File: config.mk
export PLATFORM = sky130hd
export DESIGN_NAME = benes8_cfg_sched
export DESIGN_NICKNAME = d
export VERILOG_FILES = /design/src/rtl/benes8_pkg.sv /design/src/rtl/benes8_rr_arb.sv /design/src/rtl/benes8_cfg_sched.sv
export SDC_FILE = /design/constraint.sdc
export NUM_CORES = 1
export LEC_CHECK = 0
export BUFFER_PORTS_ARGS = -buffer_cell sky130_fd_sc_hd__buf_2
export CORE_UTILIZATION = 30
export CTS_CLUSTER_DIAMETER = 30
export CTS_CLUSTER_SIZE = 14
export DETAILED_ROUTE_END_ITERATION = 12
export GPL_TIMING_DRIVEN = 0
export SYNTH_ARGS = -nofsm -noshare
export SYNTH_HDL_FRONTEND = slang
export SYNTH_HIERARCHICAL = 1
export SYNTH_SLANG_ARGS = --single-unit
File: constraint.sdc
create_clock -name clk -period 4.04 [get_ports clk]
set_input_delay 0.202 -clock clk [delete_from_list [all_inputs] [get_ports clk]]
set_output_delay 0.202 -clock clk [all_outputs]
set_load 0.005 [all_outputs]
File: src/rtl/benes8_pkg.sv
`default_nettype none
// ============================================================================
// Module      : benes8_pkg
// Description : Shared constants, FSM encoding, error codes and the
//               permutation bijection check for the Benes-8 config scheduler.
// Revision    : 1.0 - initial release
// ============================================================================
package benes8_pkg;

    localparam int N_PORTS = 8;
    localparam int PERM_W  = 24;
    localparam int CFG_W   = 20;

    localparam logic [1:0] c_IDLE   = 2'd0;
    localparam logic [1:0] c_CHECK  = 2'd1;
    localparam logic [1:0] c_LAUNCH = 2'd2;
    localparam logic [1:0] c_WAIT   = 2'd3;

    localparam logic [1:0] ERR_NONE    = 2'd0;
    localparam logic [1:0] ERR_PERM    = 2'd1;
    localparam logic [1:0] ERR_TIMEOUT = 2'd2;

    // Every output port must be hit exactly once: OR of one-hot decodes == all ones.
    function automatic logic perm_is_bijection(input logic [PERM_W-1:0] perm);
        logic [N_PORTS-1:0] hits;
        hits = '0;
        for (int k = 0; k < N_PORTS; k++) begin
            hits[perm[3*k +: 3]] = 1'b1;
        end
        return (hits == {N_PORTS{1'b1}});
    endfunction

endpackage
`default_nettype wire

File: src/rtl/benes8_rr_arb.sv
`default_nettype none
// ============================================================================
// Module      : benes8_rr_arb
// Description : Round-robin one-hot grant over NREQ requesters; the pointer
//               moves to granted+1 when the grant is taken.
// Revision    : 1.0 - initial release
// ============================================================================
module benes8_rr_arb #(
    parameter int NREQ = 2
) (
    input  logic            clk,
    input  logic            areset,
    input  logic [NREQ-1:0] req,
    input  logic            en,
    input  logic            upd,
    output logic [NREQ-1:0] grant,
    output logic [1:0]      grant_id
);

    localparam logic [1:0] c_LAST = 2'(NREQ - 1);

    logic [1:0]      r_ptr;
    logic [1:0]      w_id;
    logic [NREQ-1:0] w_grant;
    int              w_best;
    int              w_dist;

    // Pick the valid requester with the smallest wrapped distance from the pointer.
    always_comb begin
        w_id    = '0;
        w_best  = NREQ;
        w_dist  = 0;
        w_grant = '0;
        for (int j = 0; j < NREQ; j++) begin
            w_dist = (j >= int'(r_ptr)) ? (j - int'(r_ptr)) : (j + NREQ - int'(r_ptr));
            if (req[j] && (w_dist < w_best)) begin
                w_best = w_dist;
                w_id   = 2'(j);
            end
        end
        for (int j = 0; j < NREQ; j++) begin
            w_grant[j] = en && (w_best < NREQ) && (w_id == 2'(j));
        end
    end

    always_ff @(posedge clk or posedge areset) begin
        if (areset) begin
            r_ptr <= '0;
        end else if (upd) begin
            r_ptr <= (w_id == c_LAST) ? 2'd0 : (w_id + 2'd1);
        end
    end

    assign grant    = w_grant;
    assign grant_id = w_id;

endmodule
`default_nettype wire

File: src/rtl/benes8_cfg_sched.sv
`default_nettype none
// ============================================================================
// Module      : benes8_cfg_sched
// Description : Arbitrates permutation requests, validates them, runs the
//               Benes routing engine and commits its result on frame ticks.
// Revision    : 1.0 - initial release
// ============================================================================
module benes8_cfg_sched
    import benes8_pkg::*;
#(
    parameter int NREQ    = 2,
    parameter int TIMEOUT = 15,
    parameter int CFG_W   = 20
) (
    input  logic                   clk,
    input  logic                   areset,
    input  logic [NREQ-1:0]        req_valid,
    input  logic [NREQ*PERM_W-1:0] req_perm,
    output logic [NREQ-1:0]        req_ready,
    output logic                   eng_start,
    output logic [PERM_W-1:0]      eng_perm,
    input  logic                   eng_done,
    input  logic [CFG_W-1:0]       eng_state,
    input  logic                   frame_tick,
    output logic [CFG_W-1:0]       cfg_active,
    output logic                   cfg_pending,
    output logic [1:0]             cfg_owner,
    output logic                   err_valid,
    output logic [1:0]             err_code,
    output logic                   busy
);

    localparam int                 c_CNT_W   = $clog2(TIMEOUT + 1);
    localparam logic [c_CNT_W-1:0] c_CNT_ONE = c_CNT_W'(1);

    logic [1:0]         r_state;
    logic [1:0]         w_state_nxt;
    logic [PERM_W-1:0]  r_req_perm;
    logic [1:0]         r_id;
    logic [PERM_W-1:0]  r_eng_perm;
    logic [c_CNT_W-1:0] r_cnt;
    logic [CFG_W-1:0]   r_shadow;
    logic [CFG_W-1:0]   r_cfg_active;
    logic               r_pending;
    logic [1:0]         r_owner;
    logic               r_err_valid;
    logic [1:0]         r_err_code;

    logic               w_arb_en;
    logic [NREQ-1:0]    w_grant;
    logic [1:0]         w_grant_id;
    logic               w_accept;
    logic [PERM_W-1:0]  w_sel_perm;
    logic               w_perm_ok;
    logic               w_timeout;
    logic [PERM_W-1:0]  w_perm_arr [NREQ];

    for (genvar g = 0; g < NREQ; g++) begin : g_perm_slice
        assign w_perm_arr[g] = req_perm[g*PERM_W +: PERM_W];
    end

    // No new work while a result waits for its frame boundary.
    assign w_arb_en  = (r_state == c_IDLE) && !r_pending;
    assign w_accept  = |(req_valid & w_grant);
    assign w_perm_ok = perm_is_bijection(r_req_perm);
    assign w_timeout = ((int'(r_cnt) + 1) == TIMEOUT);

    benes8_rr_arb #(
        .NREQ (NREQ)
    ) u_arb (
        .clk      (clk),
        .areset   (areset),
        .req      (req_valid),
        .en       (w_arb_en),
        .upd      (w_accept),
        .grant    (w_grant),
        .grant_id (w_grant_id)
    );

    always_comb begin
        w_sel_perm = '0;
        for (int i = 0; i < NREQ; i++) begin
            if (w_grant[i]) w_sel_perm = w_perm_arr[i];
        end
    end

    always_ff @(posedge clk or posedge areset) begin
        if (areset) r_state <= c_IDLE;
        else        r_state <= w_state_nxt;
    end

    always_comb begin
        w_state_nxt = r_state;
        case (r_state)
            c_IDLE:   if (w_accept) w_state_nxt = c_CHECK;
            c_CHECK:  w_state_nxt = w_perm_ok ? c_LAUNCH : c_IDLE;
            c_LAUNCH: w_state_nxt = c_WAIT;
            c_WAIT:   if (eng_done || w_timeout) w_state_nxt = c_IDLE;
            default:  w_state_nxt = c_IDLE;
        endcase
    end

    always_ff @(posedge clk or posedge areset) begin
        if (areset) begin
            r_req_perm   <= '0;
            r_id         <= '0;
            r_eng_perm   <= '0;
            r_cnt        <= '0;
            r_shadow     <= '0;
            r_cfg_active <= '0;
            r_pending    <= 1'b0;
            r_owner      <= '0;
            r_err_valid  <= 1'b0;
            r_err_code   <= ERR_NONE;
        end else begin
            r_err_valid <= 1'b0;
            if (w_accept) begin
                r_req_perm <= w_sel_perm;
                r_id       <= w_grant_id;
            end
            if (r_state == c_CHECK) begin
                if (w_perm_ok) begin
                    r_eng_perm <= r_req_perm;
                end else begin
                    r_err_valid <= 1'b1;
                    r_err_code  <= ERR_PERM;
                end
            end
            if (r_state == c_LAUNCH) begin
                r_cnt <= '0;
            end
            // A done arriving on the final counted cycle still wins over the timeout.
            if (r_state == c_WAIT) begin
                r_cnt <= r_cnt + c_CNT_ONE;
                if (eng_done) begin
                    r_shadow  <= eng_state;
                    r_pending <= 1'b1;
                end else if (w_timeout) begin
                    r_err_valid <= 1'b1;
                    r_err_code  <= ERR_TIMEOUT;
                end
            end
            if (frame_tick && r_pending) begin
                r_cfg_active <= r_shadow;
                r_owner      <= r_id;
                r_pending    <= 1'b0;
            end
        end
    end

    assign req_ready   = w_grant;
    assign eng_start   = (r_state == c_LAUNCH);
    assign eng_perm    = r_eng_perm;
    assign cfg_active  = r_cfg_active;
    assign cfg_pending = r_pending;
    assign cfg_owner   = r_owner;
    assign err_valid   = r_err_valid;
    assign err_code    = r_err_code;
    assign busy        = (r_state != c_IDLE);

endmodule
`default_nettype wire

==> tab_implementation.tex, run 1 <==
\begin{tabular}{lr}
\hline
Metric & Value \\
\hline
\multicolumn{2}{l}{\textbf{Layout}} \\
\quad Filler cell count & 1608 \\
\quad Post-route design area & roughly 6200 µm² \\
\quad Final Net Count & 665 \\
\quad Area delta synth->final & 25.8\% \\
\quad Inserted Diodes & 0 \\
\quad Register area & 2580 µm² \\
\quad Area occupied by multi-input gates & 2130 µm² \\
\quad Layout cell share with drive strength beyond 1 & around two fifths \\
\multicolumn{2}{l}{\textbf{Logic synthesis}} \\
\quad Cell area after technology mapping & 4960 µm² \\
\quad Area leader, netlist & sky130\_fd\_sc\_hd\_\_dfrtp\_1 \\
\quad Syn\_area\_per\_cell & 11.0 µm² \\
\quad Biggest area contributors in the synthesized netlist & sky130\_fd\_sc\_hd\_\_dfrtp\_1, sky130\_fd\_sc\_hd\_\_mux2\_2, sky130\_fd\_sc\_hd\_\_mux2\_4 \\
\quad Count of unique library cells instantiated by Yosys & 40 \\
\quad Syn Nets & 525 \\
\quad Fraction of the yosys area taken by sequential cells & about half \\
\quad Most instantiated flip-flop cell in the synthesis netlist & sky130\_fd\_sc\_hd\_\_dfrtp\_1 \\
\quad YS warnings & 6 \\
\quad Async SR Flop Fraction & between 90\% and 100\% \\
\quad Proportion of netlist area held by the largest area contributor & 52.0\% \\
\quad EDFF count, synth & 0 \\
\quad Instance count of the mapped netlist & 449 \\
\quad Synth Register Bits & $\sim$100 \\
\multicolumn{2}{l}{\textbf{CTS}} \\
\quad Post-CTS Repair Setup Buffers & 0 \\
\quad Worst-Skew Late Latency & 350 ps \\
\quad Cts repair resizes & 0 \\
\quad Num Clock Sinks & 103 \\
\quad H-tree depth & 3 \\
\quad Clock buffers created by TritonCTS & 9 \\
\quad Clk pin slew, worst setup/hold paths & roughly 70 ps \\
\quad CTS tree & built \\
\quad Max clock buf depth & 2 \\
\quad Clock root cell & sky130\_fd\_sc\_hd\_\_clkbuf\_16 \\
\multicolumn{2}{l}{\textbf{Timing}} \\
\quad Number of hold-slack violations in the final timing report & 0 \\
\quad Worst slew pin tran & around 590 ps \\
\quad Clock Skews & between 8 and 9 ps \\
\quad Final setup viols & 0 \\
\quad Pins Over Slew Limit & 0 \\
\quad Max frequency & 0.358 GHz \\
\quad Final setup slack of the worst path & 1250 ps \\
\quad Post-route minimum period & around 2800 ps \\
\quad Aggregate negative setup slack & 0 ps \\
\quad RSZ-0062 raised after global routing & false \\
\quad Final Cycle Share & 69.1\% \\
\quad Max\_slew headroom & 60.7\% \\
\multicolumn{2}{l}{\textbf{Floorplan}} \\
\quad Number of top-level pins & 128 \\
\quad Row count & 46 \\
\quad Die footprint & 17100 µm² \\
\quad Effective utilization at floorplan & between 30\% and 40\% \\
\quad Std-Cell Core Area & 16000 µm² \\
\quad Vertical extent of the die & 131 µm \\
\quad Die width & 131 µm \\
\multicolumn{2}{l}{\textbf{Worst setup path}} \\
\quad Type of the worst setup path & reg2reg \\
\quad Kind of end point of the critical path & flop \\
\quad FF-to-FF setup slack & 1250 ps \\
\quad Startpoint type of the worst setup path & flop \\
\quad Worst path required time & 4300 ps \\
\quad Critical path fanouts, max & 10 \\
\quad Data arrival time of the worst path & 3050 ps \\
\multicolumn{2}{l}{\textbf{Global route}} \\
\quad Number of global-route vias before repair & 3623 \\
\quad Maximum number of pins on one net before global-route repair & 68 \\
\quad Global-route wire length before repair & 18.3 mm \\
\quad Aggregate global-route resource usage & 14.0\% \\
\quad Number of antenna violations at the first check in global routing & 0 \\
\quad Global route overflow & 0 \\
\multicolumn{2}{l}{\textbf{Drt}} \\
\quad Via/cell ratio & around 4.7 \\
\quad Drt wl/cell & about 14 µm \\
\quad First DRT Iteration DRCs & $\sim$150 \\
\quad Total via count after detailed routing & 3845 \\
\quad Number of antenna-violating nets in the routed design & 0 \\
\quad DRT Wirelength & 11.5 mm \\
\quad Number of iterations in the first detailed-routing pass & 4 \\
\quad DRC violations left & 0 \\
\multicolumn{2}{l}{\textbf{Hold path}} \\
\quad Worst hold-check path type & in2reg \\
\multicolumn{2}{l}{\textbf{Placement}} \\
\quad Setup slack after placement & 1200 ps \\
\quad Placer's final routability congestion estimate & 0.751 \\
\quad Post-DP Area & 5900 µm² \\
\quad Number of port buffers & 127 \\
\quad Total half-perimeter wirelength after legalization and detailed placement & 8.87 mm \\
\multicolumn{2}{l}{\textbf{Power and ir drop}} \\
\quad Share of total power in combinational logic & 36.2\% \\
\quad Switching power of the nets & about 1300 µW \\
\quad Sequential share of power & roughly 39\% \\
\quad Part of the total power dissipated in the clock network & between 20\% and 30\% \\
\quad Pwr/cell area & 621 nW/µm² \\
\quad Post-route total power & 3870 µW \\
\quad Leakage power & approximately 0.0032 µW \\
\quad Int Power & about 2600 µW \\
\quad Net Sw Frac & between 30\% and 40\% \\
\quad IR Drop Worst-Case VDD & approximately 0.25 mV \\
\multicolumn{2}{l}{\textbf{Outcome}} \\
\quad Status & completed \\
\multicolumn{2}{l}{\textbf{Flow run}} \\
\quad Max-cap check violation count & 0 \\
\hline
\end{tabular}
per-layer routing:
layer / wire length [µm] / global-route usage (%)
met4: 240 / 6.76
met2: 5440 / 21.7
met5: 0 / 0
met3: 575 / 2.12
met1: 5200 / 19.1
cells in the final DEF, fill, tap and decap left out, types with 2 or more instances in the layout:
master / count
sky130_fd_sc_hd__bufinv_16: 2
sky130_fd_sc_hd__nor3b_1: 13
sky130_fd_sc_hd__nand2_1: 53
sky130_fd_sc_hd__nor3_1: 8
sky130_fd_sc_hd__and3_1: 5
sky130_fd_sc_hd__o21ai_0: 35
sky130_fd_sc_hd__nand3b_1: 13
sky130_fd_sc_hd__ha_1: 2
sky130_fd_sc_hd__clkbuf_1: 13
sky130_fd_sc_hd__buf_1: 2
sky130_fd_sc_hd__buf_4: 6
sky130_fd_sc_hd__buf_2: 146
sky130_fd_sc_hd__nand4_1: 3
sky130_fd_sc_hd__dfrtp_1: 103
sky130_fd_sc_hd__mux2_2: 47
sky130_fd_sc_hd__nor4_1: 2
sky130_fd_sc_hd__clkbuf_16: 9
sky130_fd_sc_hd__and4_1: 2
sky130_fd_sc_hd__mux2i_1: 2
sky130_fd_sc_hd__nand3_1: 3
sky130_fd_sc_hd__a21oi_1: 8
sky130_fd_sc_hd__nor2_1: 27
sky130_fd_sc_hd__o22ai_1: 4
sky130_fd_sc_hd__nor2b_1: 3
sky130_fd_sc_hd__mux2_4: 19
sky130_fd_sc_hd__buf_6: 2
sky130_fd_sc_hd__clkinv_4: 3
sky130_fd_sc_hd__a22oi_1: 28
sky130_fd_sc_hd__a31oi_1: 5
sky130_fd_sc_hd__inv_1: 8
final timing paths:
kind | startpoint | to | cells past startpoint
worst min register to register | r_id[0] | r_id[0] | 2
worst max register to register | r_state[1] | r_req_perm[6] | 9
worst min-delay path | frame_tick | cfg_pending | 2
worst max-delay path | r_state[1] | r_req_perm[6] | 9
min in group asynchronous | areset | u_arb/r_ptr[0] | 3
max in group asynchronous | areset | eng_perm[19] | 4
logic make-up (layout without fill, tap and decap cells):
| family | after synthesis | in the layout | synth area share, % |
|---|---|---|---|
| AND/OR/NAND/NOR | 139 | 139 | 14.9 |
| flip-flops | 103 | 103 | 52.0 |
| AO/OA/AOI/OAI | 84 | 84 | 10.4 |
| multiplexers | 68 | 68 | 16.8 |
| buffers and inverters | 51 | 196 | 5.10 |
| adder cells (fa/ha/maj) | 2 | 2 | 0.504 |
| other | 1 | 1 | 0.0756 |
| XOR/XNOR | 1 | 1 | 0.177 |
registers in the layout (all words and copies together), names as in the netlist, 2 cells and up:
signal / count
r_id: 2
r_cnt: 4
r_shadow: 20
cfg_active: 20
r_state: 2
err_code: 2
r_req_perm: 24
eng_perm: 24
cfg_owner: 2
cell usage after synthesis, types with 3 or more instances:
cell type                    n
sky130_fd_sc_hd__buf_4       6
sky130_fd_sc_hd__mux2_4     19
sky130_fd_sc_hd__nand2_1    53
sky130_fd_sc_hd__and3_1      5
sky130_fd_sc_hd__dfrtp_1   103
sky130_fd_sc_hd__o21ai_0    35
sky130_fd_sc_hd__nor2b_1     3
sky130_fd_sc_hd__o22ai_1     4
sky130_fd_sc_hd__nand4_1     3
sky130_fd_sc_hd__mux2_2     47
sky130_fd_sc_hd__a31oi_1     5
sky130_fd_sc_hd__a22oi_1    28
sky130_fd_sc_hd__buf_2      19
sky130_fd_sc_hd__nand3_1     3
sky130_fd_sc_hd__clkbuf_1   13
sky130_fd_sc_hd__inv_1       9
sky130_fd_sc_hd__nor3b_1    13
sky130_fd_sc_hd__nor2_1     27
sky130_fd_sc_hd__a21oi_1     8
sky130_fd_sc_hd__nor3_1      8
sky130_fd_sc_hd__nand3b_1   13
worst max-delay path, stage by stage, from the launching register on:
cell and delay (ps):
sky130_fd_sc_hd__dfrtp_1 450, sky130_fd_sc_hd__clkbuf_1 220, sky130_fd_sc_hd__or2_2 330, sky130_fd_sc_hd__nor2_1 220
sky130_fd_sc_hd__nand2_1 80, sky130_fd_sc_hd__a21oi_1 290, sky130_fd_sc_hd__nor2b_1 400, sky130_fd_sc_hd__clkbuf_1 390
sky130_fd_sc_hd__a22oi_1 130, sky130_fd_sc_hd__o21ai_0 190
area by class of cell:
cell class                      instances  share of cell area (%)
Sequential cell                       103                    41.3
Multi-Input combinational cell        295                    34.1
Timing Repair Buffer                  129                    10.8
Tap cell                              216                    4.33
Clock buffer                           10                    3.83
Buffer                                 42                    3.51
Clock inverter                          6                    1.50
Inverter                                9                   0.582
repair_timing:
action | in CTS | in global routing
endpoints found under the setup margin | 0 | 0
hold buffers | 1 | 0
hold endpoints to repair | 36 | 0
power by group through the flow:
stage | logic, µW | registers, µW | clock network (µW)
after floorplan | 986 | 1520 | 0
after global placement | 1360 | 1520 | 0
after detailed placement | 1420 | 1540 | 0
after CTS | 1420 | 1520 | 973
after global routing | 1570 | 1570 | 1010
final | 1400 | 1520 | 949
through the flow:
stage	hold WS [ps]	std cells	util, %
finish	32.6	810	39.0
global route	49.9	810	39.0
CTS	26.7	810	39.0
detailed placement	77.5	793	36.8
global placement	51.1	792	36.7
floorplan	-69.3	449	-
Power figures use the tool's default switching activity.
==> run 2, diff against run 1 <==
clock period = 2.65 ns   (was 4.04 ns; I/O delays follow)
==> run 2 against run 1 <==
Clock power grew 34%. Register-to-register slack got worse by 910 ps. Worst setup slack lost 910 ps. Non-clock buffer count increased by 1. Final area is essentially flat. Die area unchanged. Wire length increased by 0.70%. Sequential power is 52% higher. Combinational power increased by 56%. Clock skew rose by 5.3 ps. Cell count increased by 0.12%. Critical endpoint is now r_req_perm[12]. Largest power group unchanged. Highest routed layer unchanged.
==> tab_implementation.tex, run 2 (same netlist as run 1, synthesis figures left out) <==
\begin{tabular}{lr}
\hline
Metric & Value \\
\hline
\multicolumn{2}{l}{\textbf{Worst setup path}} \\
\quad Critical path fanouts, max & 11 \\
\quad Startpoint type of the worst setup path & flop \\
\quad FF-to-FF setup slack & around 340 ps \\
\quad Kind of end point of the critical path & flop \\
\quad Reg-to-Reg End & r\_req\_perm[12] \\
\quad Launch point of the worst reg-to-reg path & r\_state[1] \\
\quad Type of the worst setup path & reg2reg \\
\quad Reg2Reg Depth & 7 \\
\quad Data arrival time of the worst path & roughly 2600 ps \\
\quad Worst path required time & 2920 ps \\
\multicolumn{2}{l}{\textbf{Hold path}} \\
\quad Hold path start & eng\_state[7] \\
\quad Hold Path End & r\_shadow[7] \\
\quad Cell count of the worst hold path & 2 \\
\quad Worst hold-check path type & in2reg \\
\multicolumn{2}{l}{\textbf{Layout}} \\
\quad Utilization after layout & 39.0\% \\
\quad Inserted Diodes & 0 \\
\quad Leading cell type in the layout, fill and taps excluded & sky130\_fd\_sc\_hd\_\_buf\_2 \\
\quad Non-filler cells in the finished layout & $\sim$800 \\
\quad Layout cell share with drive strength beyond 1 & 42.9\% \\
\quad Final Net Count & 666 \\
\quad Filler cell count & 1604 \\
\quad Most frequent cells in the layout & sky130\_fd\_sc\_hd\_\_buf\_2, sky130\_fd\_sc\_hd\_\_dfrtp\_1, sky130\_fd\_sc\_hd\_\_nand2\_1 \\
\quad Area delta synth->final & 25.7\% \\
\multicolumn{2}{l}{\textbf{Timing}} \\
\quad Post-route minimum period & 2310 ps \\
\quad RSZ-0062 raised after global routing & false \\
\quad Min Hold Slack & about 8.3 ps \\
\quad Max frequency & 0.432 GHz \\
\quad Pins Over Slew Limit & 0 \\
\quad Final setup viols & 0 \\
\quad Number of hold-slack violations in the final timing report & 0 \\
\quad Clock Skews & 14.2 ps \\
\quad Worst slew pin tran & 618 ps \\
\quad Aggregate negative setup slack & 0 ps \\
\quad Final Cycle Share & 87.3\% \\
\quad Max\_slew headroom & 58.8\% \\
\multicolumn{2}{l}{\textbf{Floorplan}} \\
\quad Die width & 131 µm \\
\quad Vertical extent of the die & 131 µm \\
\quad Effective utilization at floorplan & 31.0\% \\
\quad Std-Cell Core Area & 16000 µm² \\
\quad Number of top-level pins & 128 \\
\quad Die footprint & 17100 µm² \\
\quad Row count & between 40 and 50 \\
\multicolumn{2}{l}{\textbf{Drt}} \\
\quad First DRT Iteration DRCs & approximately 170 \\
\quad Drt wl/cell & 14.2 µm \\
\quad Number of antenna-violating nets in the routed design & 0 \\
\quad DRC violations left & 0 \\
\quad Number of iterations in the first detailed-routing pass & 5 \\
\quad Via/cell ratio & approximately 4.6 \\
\quad DRT Wirelength & 11.5 mm \\
\quad Total via count after detailed routing & roughly 3700 \\
\multicolumn{2}{l}{\textbf{Global route}} \\
\quad Global-route wire length before repair & $\sim$19 mm \\
\quad Number of global-route vias before repair & 3660 \\
\quad Number of antenna violations at the first check in global routing & 0 \\
\quad Global route overflow & 0 \\
\quad Aggregate global-route resource usage & 14.2\% \\
\quad Maximum number of pins on one net before global-route repair & 44 \\
\multicolumn{2}{l}{\textbf{Placement}} \\
\quad Total half-perimeter wirelength after legalization and detailed placement & 8.89 mm \\
\quad Number of port buffers & 127 \\
\quad Placer's final routability congestion estimate & approximately 0.75 \\
\quad Number of placed cells counting well taps & 794 \\
\multicolumn{2}{l}{\textbf{Power and ir drop}} \\
\quad Switching power of the nets & between 2000 and 2500 µW \\
\quad Part of the total power dissipated in the clock network & 22.0\% \\
\quad Int Power & between 3000 and 4000 µW \\
\quad Pwr/cell area & about 900 nW/µm² \\
\quad Sequential share of power & approximately 40\% \\
\quad IR Drop Worst-Case VDD & approximately 0.40 mV \\
\quad Share of total power in combinational logic & 37.8\% \\
\quad Leakage power & around 0.0032 µW \\
\quad Net Sw Frac & 35.4\% \\
\multicolumn{2}{l}{\textbf{CTS}} \\
\quad Clk pin slew, worst setup/hold paths & around 80 ps \\
\quad Clock root cell & sky130\_fd\_sc\_hd\_\_clkbuf\_16 \\
\quad Post-CTS Repair Setup Buffers & 0 \\
\quad H-tree depth & 3 \\
\quad Num Clock Sinks & 103 \\
\quad CTS tree & built \\
\quad Clock buffers created by TritonCTS & 9 \\
\quad Worst-Skew Late Latency & 350 ps \\
\quad Max clock buf depth & 2 \\
\multicolumn{2}{l}{\textbf{Flow run}} \\
\quad Max-cap check violation count & 0 \\
\multicolumn{2}{l}{\textbf{Outcome}} \\
\quad Status & completed \\
\hline
\end{tabular}
run 2: cell types whose count changed in the layout (fill, tap and decap cells not counted), moves of 2 or more:
cell                        before  now
sky130_fd_sc_hd__clkbuf_1       13    8
sky130_fd_sc_hd__clkbuf_2        0    5
sky130_fd_sc_hd__buf_12          0    2
sky130_fd_sc_hd__bufinv_16       2    0
run 2: per-stage QoR:
stage                     area, µm²  worst slack, ps  total power, µW
after floorplan                4960              490             3820
after global placement         5870             -116             4400
after detailed placement       5910             -173             4520
after CTS                      6220             25.1             5810
after global routing           6230             48.5             6200
final                          6230              336             5760
run 2: critical path, cell delays in order (launching register included):
cell and delay [ps]:
sky130_fd_sc_hd__dfrtp_1 450, sky130_fd_sc_hd__clkbuf_1 230, sky130_fd_sc_hd__or2_2 340, sky130_fd_sc_hd__nor2_2 140, sky130_fd_sc_hd__and3_2 330, sky130_fd_sc_hd__clkbuf_1 390
sky130_fd_sc_hd__a22oi_1 180, sky130_fd_sc_hd__o21ai_0 180
run 2: metal layers:
| metal | vias to the layer above | GRT usage [%] | routed length (µm) |
|---|---|---|---|
| met1 | 1777 | 20.1 | 5440 |
| met4 | 0 | 6.22 | 185 |
| li1 | 1858 | - | - |
| met3 | 10 | 1.71 | 496 |
| met2 | 91 | 21.8 | 5420 |
| met5 | - | 0 | 0 |
run 2: power groups by stage:
| stage | sequential [µW] | combinational (µW) | clock [µW] |
|---|---|---|---|
| 2_1_floorplan | 2310 | 1500 | 0 |
| 3_3_place_gp | 2320 | 2080 | 0 |
| 3_5_place_dp | 2350 | 2170 | 0 |
| 4_1_cts | 2320 | 2190 | 1300 |
| 5_1_grt | 2380 | 2460 | 1360 |
| 6_report | 2310 | 2180 | 1270 |
run 2: final cells by class:
| type | instances | area (µm²) | area share, % |
|---|---|---|---|
| buffer | 41 | 221 | 3.55 |
| clock buffer | 10 | 229 | 3.67 |
| clock inverter | 6 | 53.8 | 0.863 |
| inverter | 9 | 37.5 | 0.602 |
| multi-input combinational | 295 | 2150 | 34.5 |
| sequential | 103 | 2580 | 41.3 |
| tap | 216 | 270 | 4.33 |
| timing repair buffer | 131 | 696 | 11.2 |
run 2: worst max path at each step:
stage	startpoint	endpoint	slack [ps]
floorplan	r_state[1]	r_req_perm[0]	490
global placement	r_state[1]	r_req_perm[19]	-120
detailed placement	r_state[1]	r_req_perm[4]	-170
CTS	r_state[1]	r_req_perm[11]	30
global route	r_state[1]	r_req_perm[17]	50
finish	r_state[1]	r_req_perm[12]	340
run 2: what timing repair did:
item	4_1_cts	5_1_grt
endpoints found under the setup margin	20	28
endpoints found under the hold margin	26	0
gates resized for setup	5	7
hold buffers	2	0
==> run 3, diff against run 2 <==
ABC_AREA = 1   (was default)
CORE_UTILIZATION = 53   (was 30)
PLACE_DENSITY = 0.83   (was default)
==> run 3 against run 2 <==
Synthesized area down 3.0%. Via count is 20% higher. Non-clock buffer count down 2. Sequential share of layout area up 1.9 points.
==> tab_implementation.tex, run 3 <==
\begin{tabular}{lr}
\hline
Metric & Value \\
\hline
\multicolumn{2}{l}{\textbf{Power and ir drop}} \\
\quad IR Drop Worst-Case VDD & 0.558 mV \\
\quad Part of the total power dissipated in the clock network & 14.2\% \\
\quad Sequential share of power & 43.8\% \\
\quad Leakage power & 0.00321 µW \\
\quad Net Sw Frac & 42.7\% \\
\quad Int Power & approximately 3800 µW \\
\quad Post-route total power & 6640 µW \\
\quad Share of total power in combinational logic & 42.0\% \\
\quad Pwr/cell area & between 1000 and 1500 nW/µm² \\
\quad Switching power of the nets & 2840 µW \\
\multicolumn{2}{l}{\textbf{Drt}} \\
\quad DRC violations left & 0 \\
\quad Total via count after detailed routing & 4487 \\
\quad Drt wl/cell & 13.7 µm \\
\quad First DRT Iteration DRCs & 305 \\
\quad Via/cell ratio & 5.34 \\
\quad DRT Wirelength & 11.5 mm \\
\quad Number of antenna-violating nets in the routed design & 0 \\
\quad Number of iterations in the first detailed-routing pass & 5 \\
\multicolumn{2}{l}{\textbf{Layout}} \\
\quad Register area & 2580 µm² \\
\quad Post-route design area & about 6000 µm² \\
\quad Most frequent cells in the layout & sky130\_fd\_sc\_hd\_\_nand2\_1, sky130\_fd\_sc\_hd\_\_buf\_2, sky130\_fd\_sc\_hd\_\_dfrtp\_1 \\
\quad Leading cell type in the layout, fill and taps excluded & sky130\_fd\_sc\_hd\_\_nand2\_1 \\
\quad Area occupied by multi-input gates & 1960 µm² \\
\quad Final Net Count & 804 \\
\quad Layout cell share with drive strength beyond 1 & 27.4\% \\
\quad Filler cell count & 669 \\
\quad Inserted Diodes & 0 \\
\quad Area delta synth->final & 24.0\% \\
\multicolumn{2}{l}{\textbf{CTS}} \\
\quad Clock buffers created by TritonCTS & 9 \\
\quad H-tree depth & 3 \\
\quad CTS tree & built \\
\quad Clk pin slew, worst setup/hold paths & 100 ps \\
\quad Worst-Skew Late Latency & 360 ps \\
\quad Max clock buf depth & 2 \\
\quad Clock root cell & sky130\_fd\_sc\_hd\_\_clkbuf\_8 \\
\quad Num Clock Sinks & between 100 and 150 \\
\quad Post-CTS Repair Setup Buffers & 0 \\
\multicolumn{2}{l}{\textbf{Timing}} \\
\quad Clock Skews & between 10 and 15 ps \\
\quad Number of hold-slack violations in the final timing report & 0 \\
\quad Max\_slew headroom & 47.7\% \\
\quad Post-route minimum period & 2270 ps \\
\quad Final Cycle Share & 85.7\% \\
\quad Max frequency & around 0.44 GHz \\
\quad Pins Over Slew Limit & 0 \\
\quad RSZ-0062 raised after global routing & false \\
\quad Min Hold Slack & approximately 1.1 ps \\
\quad Worst slew pin tran & 783 ps \\
\quad Aggregate negative setup slack & 0 ps \\
\quad Final setup viols & 0 \\
\multicolumn{2}{l}{\textbf{Worst setup path}} \\
\quad Critical path origin & r\_state[1] \\
\quad FF-to-FF setup slack & 380 ps \\
\quad Kind of end point of the critical path & flop \\
\quad Critical path fanouts, max & 11 \\
\quad Worst path required time & 2900 ps \\
\quad Startpoint type of the worst setup path & flop \\
\quad Type of the worst setup path & reg2reg \\
\quad Launch point of the worst reg-to-reg path & r\_state[1] \\
\quad Data arrival time of the worst path & 2520 ps \\
\multicolumn{2}{l}{\textbf{Logic synthesis}} \\
\quad Synth Register Bits & slightly above 100 \\
\quad YS warnings & 6 \\
\quad Cell area after technology mapping & 4810 µm² \\
\quad Async SR Flop Fraction & 100\% \\
\quad Ranking of synthesized cells by instance count & sky130\_fd\_sc\_hd\_\_nand2\_1, sky130\_fd\_sc\_hd\_\_dfrtp\_1, sky130\_fd\_sc\_hd\_\_nand3\_1 \\
\quad Syn\_area\_per\_cell & 8.40 µm² \\
\quad Count of unique library cells instantiated by Yosys & 28 \\
\quad Fraction of the yosys area taken by sequential cells & 53.6\% \\
\quad Proportion of netlist area held by the largest area contributor & between 50\% and 60\% \\
\quad Instance count of the mapped netlist & around 570 \\
\quad Syn Nets & 649 \\
\quad Most frequent cell after synthesis & sky130\_fd\_sc\_hd\_\_nand2\_1 \\
\quad EDFF count, synth & 0 \\
\quad Biggest area contributors in the synthesized netlist & sky130\_fd\_sc\_hd\_\_dfrtp\_1, sky130\_fd\_sc\_hd\_\_nand2\_1, sky130\_fd\_sc\_hd\_\_nand3\_1 \\
\quad Area leader, netlist & sky130\_fd\_sc\_hd\_\_dfrtp\_1 \\
\quad Most instantiated flip-flop cell in the synthesis netlist & sky130\_fd\_sc\_hd\_\_dfrtp\_1 \\
\multicolumn{2}{l}{\textbf{Floorplan}} \\
\quad Row count & 34 \\
\quad Number of top-level pins & 128 \\
\quad Die width & 97.3 µm \\
\quad Effective utilization at floorplan & 54.9\% \\
\quad Std-Cell Core Area & 8760 µm² \\
\quad Vertical extent of the die & 97.3 µm \\
\quad Die footprint & 9460 µm² \\
\multicolumn{2}{l}{\textbf{Placement}} \\
\quad Post-DP Area & 5630 µm² \\
\quad Number of port buffers & between 100 and 150 \\
\quad Total half-perimeter wirelength after legalization and detailed placement & 8.75 mm \\
\quad Placer's final routability congestion estimate & 0.929 \\
\multicolumn{2}{l}{\textbf{Hold path}} \\
\quad Worst hold-check path type & in2reg \\
\quad Hold path start & eng\_state[1] \\
\multicolumn{2}{l}{\textbf{Global route}} \\
\quad Number of global-route vias before repair & 4390 \\
\quad Aggregate global-route resource usage & 25.6\% \\
\quad Maximum number of pins on one net before global-route repair & 36 \\
\quad Global route overflow & 0 \\
\quad Number of antenna violations at the first check in global routing & 0 \\
\quad Global-route wire length before repair & 20.0 mm \\
\multicolumn{2}{l}{\textbf{Flow run}} \\
\quad Max-cap check violation count & 0 \\
\multicolumn{2}{l}{\textbf{Outcome}} \\
\quad Status & completed \\
\hline
\end{tabular}
## run 3: changes by cell type after synthesis, sizes merged, moves of 6 or more
cell,change
nor3b,-13
nor3,-7
buf,-20
inv,+31
nand3b,-13
a31oi,+20
nand2,+127
a21oi,-6
nand3,+86
a22oi,-28
mux2,-46
nor2,+20
## run 3: metal layers
layer	vias to the layer above	wire [µm]	GRT usage, %
li1	2189	-	-
met1	2115	5220	35.8
met2	163	5500	42.0
met3	20	580	3.09
met4	0	223	8.48
met5	-	0	0
## run 3: path summary, 6_finish.rpt
path	end	cells past startpoint
setup / recovery	u_arb/r_ptr[0]	11
hold / removal	r_shadow[1]	2
setup reg to reg	u_arb/r_ptr[0]	11
hold reg to reg	cfg_active[12]	2
max in group asynchronous	eng_perm[11]	4
min in group asynchronous	u_arb/r_ptr[0]	3
## run 3: layout make-up
class	instances	share of cell area, %
inverter	40	2.58
sequential	103	43.2
tap	108	2.27
timing repair buffer	144	13.8
clock buffer	9	2.08
clock inverter	7	1.03
multi-input combinational	404	32.8
buffer	26	2.16
## run 3: timing repair
action,CTS,global route
gates resized for setup,0,6
endpoints found under the hold margin,46,2
hold buffers,13,2
setup endpoints to repair,0,25
## run 3: power groups by stage
stage / clock network, µW / logic, µW / registers, µW
floorplan: 0 / 1850 / 2810
global placement: 0 / 2630 / 2870
detailed placement: 0 / 2760 / 2920
CTS: 946 / 2780 / 2890
global route: 1010 / 3190 / 3020
finish: 942 / 2790 / 2910
## run 3: per-stage QoR
step                      instances  setup WS (ps)  utilization (%)
after global placement          808            305             63.7
after detailed placement        810            254             64.2
after global routing            841            106             68.1
final                           841            378             68.1
after CTS                       839            217             67.8
after floorplan                 573            701                -
## run 3: critical path, cell delays in order, from the launching register on
cell                       delay (ps)
sky130_fd_sc_hd__dfrtp_1          410
sky130_fd_sc_hd__inv_1            160
sky130_fd_sc_hd__nand2_1          140
sky130_fd_sc_hd__nor2_1           180
sky130_fd_sc_hd__a21boi_2         200
sky130_fd_sc_hd__clkbuf_1         290
sky130_fd_sc_hd__a22o_1           170
sky130_fd_sc_hd__buf_2            180
sky130_fd_sc_hd__clkbuf_2         270
sky130_fd_sc_hd__inv_1             60
sky130_fd_sc_hd__nand2_1           60
sky130_fd_sc_hd__nand2_1           50
## run 3: cell families (layout without fill, tap and decap cells)
| logic type | Yosys count | after routing | share of synthesized area, % |
|---|---|---|---|
| AOI/OAI and AO/OA | 61 | 61 | 7.59 |
| muxes | 20 | 20 | 4.68 |
| xor gates and xnor gates | 2 | 2 | 0.364 |
| DFF | 103 | 103 | 53.6 |
| adders and majority gates | 2 | 2 | 0.520 |
| buffers and inverters | 66 | 226 | 5.72 |
| other | 1 | 1 | 0.0779 |
| and+or+nand+nor | 318 | 318 | 27.5 |
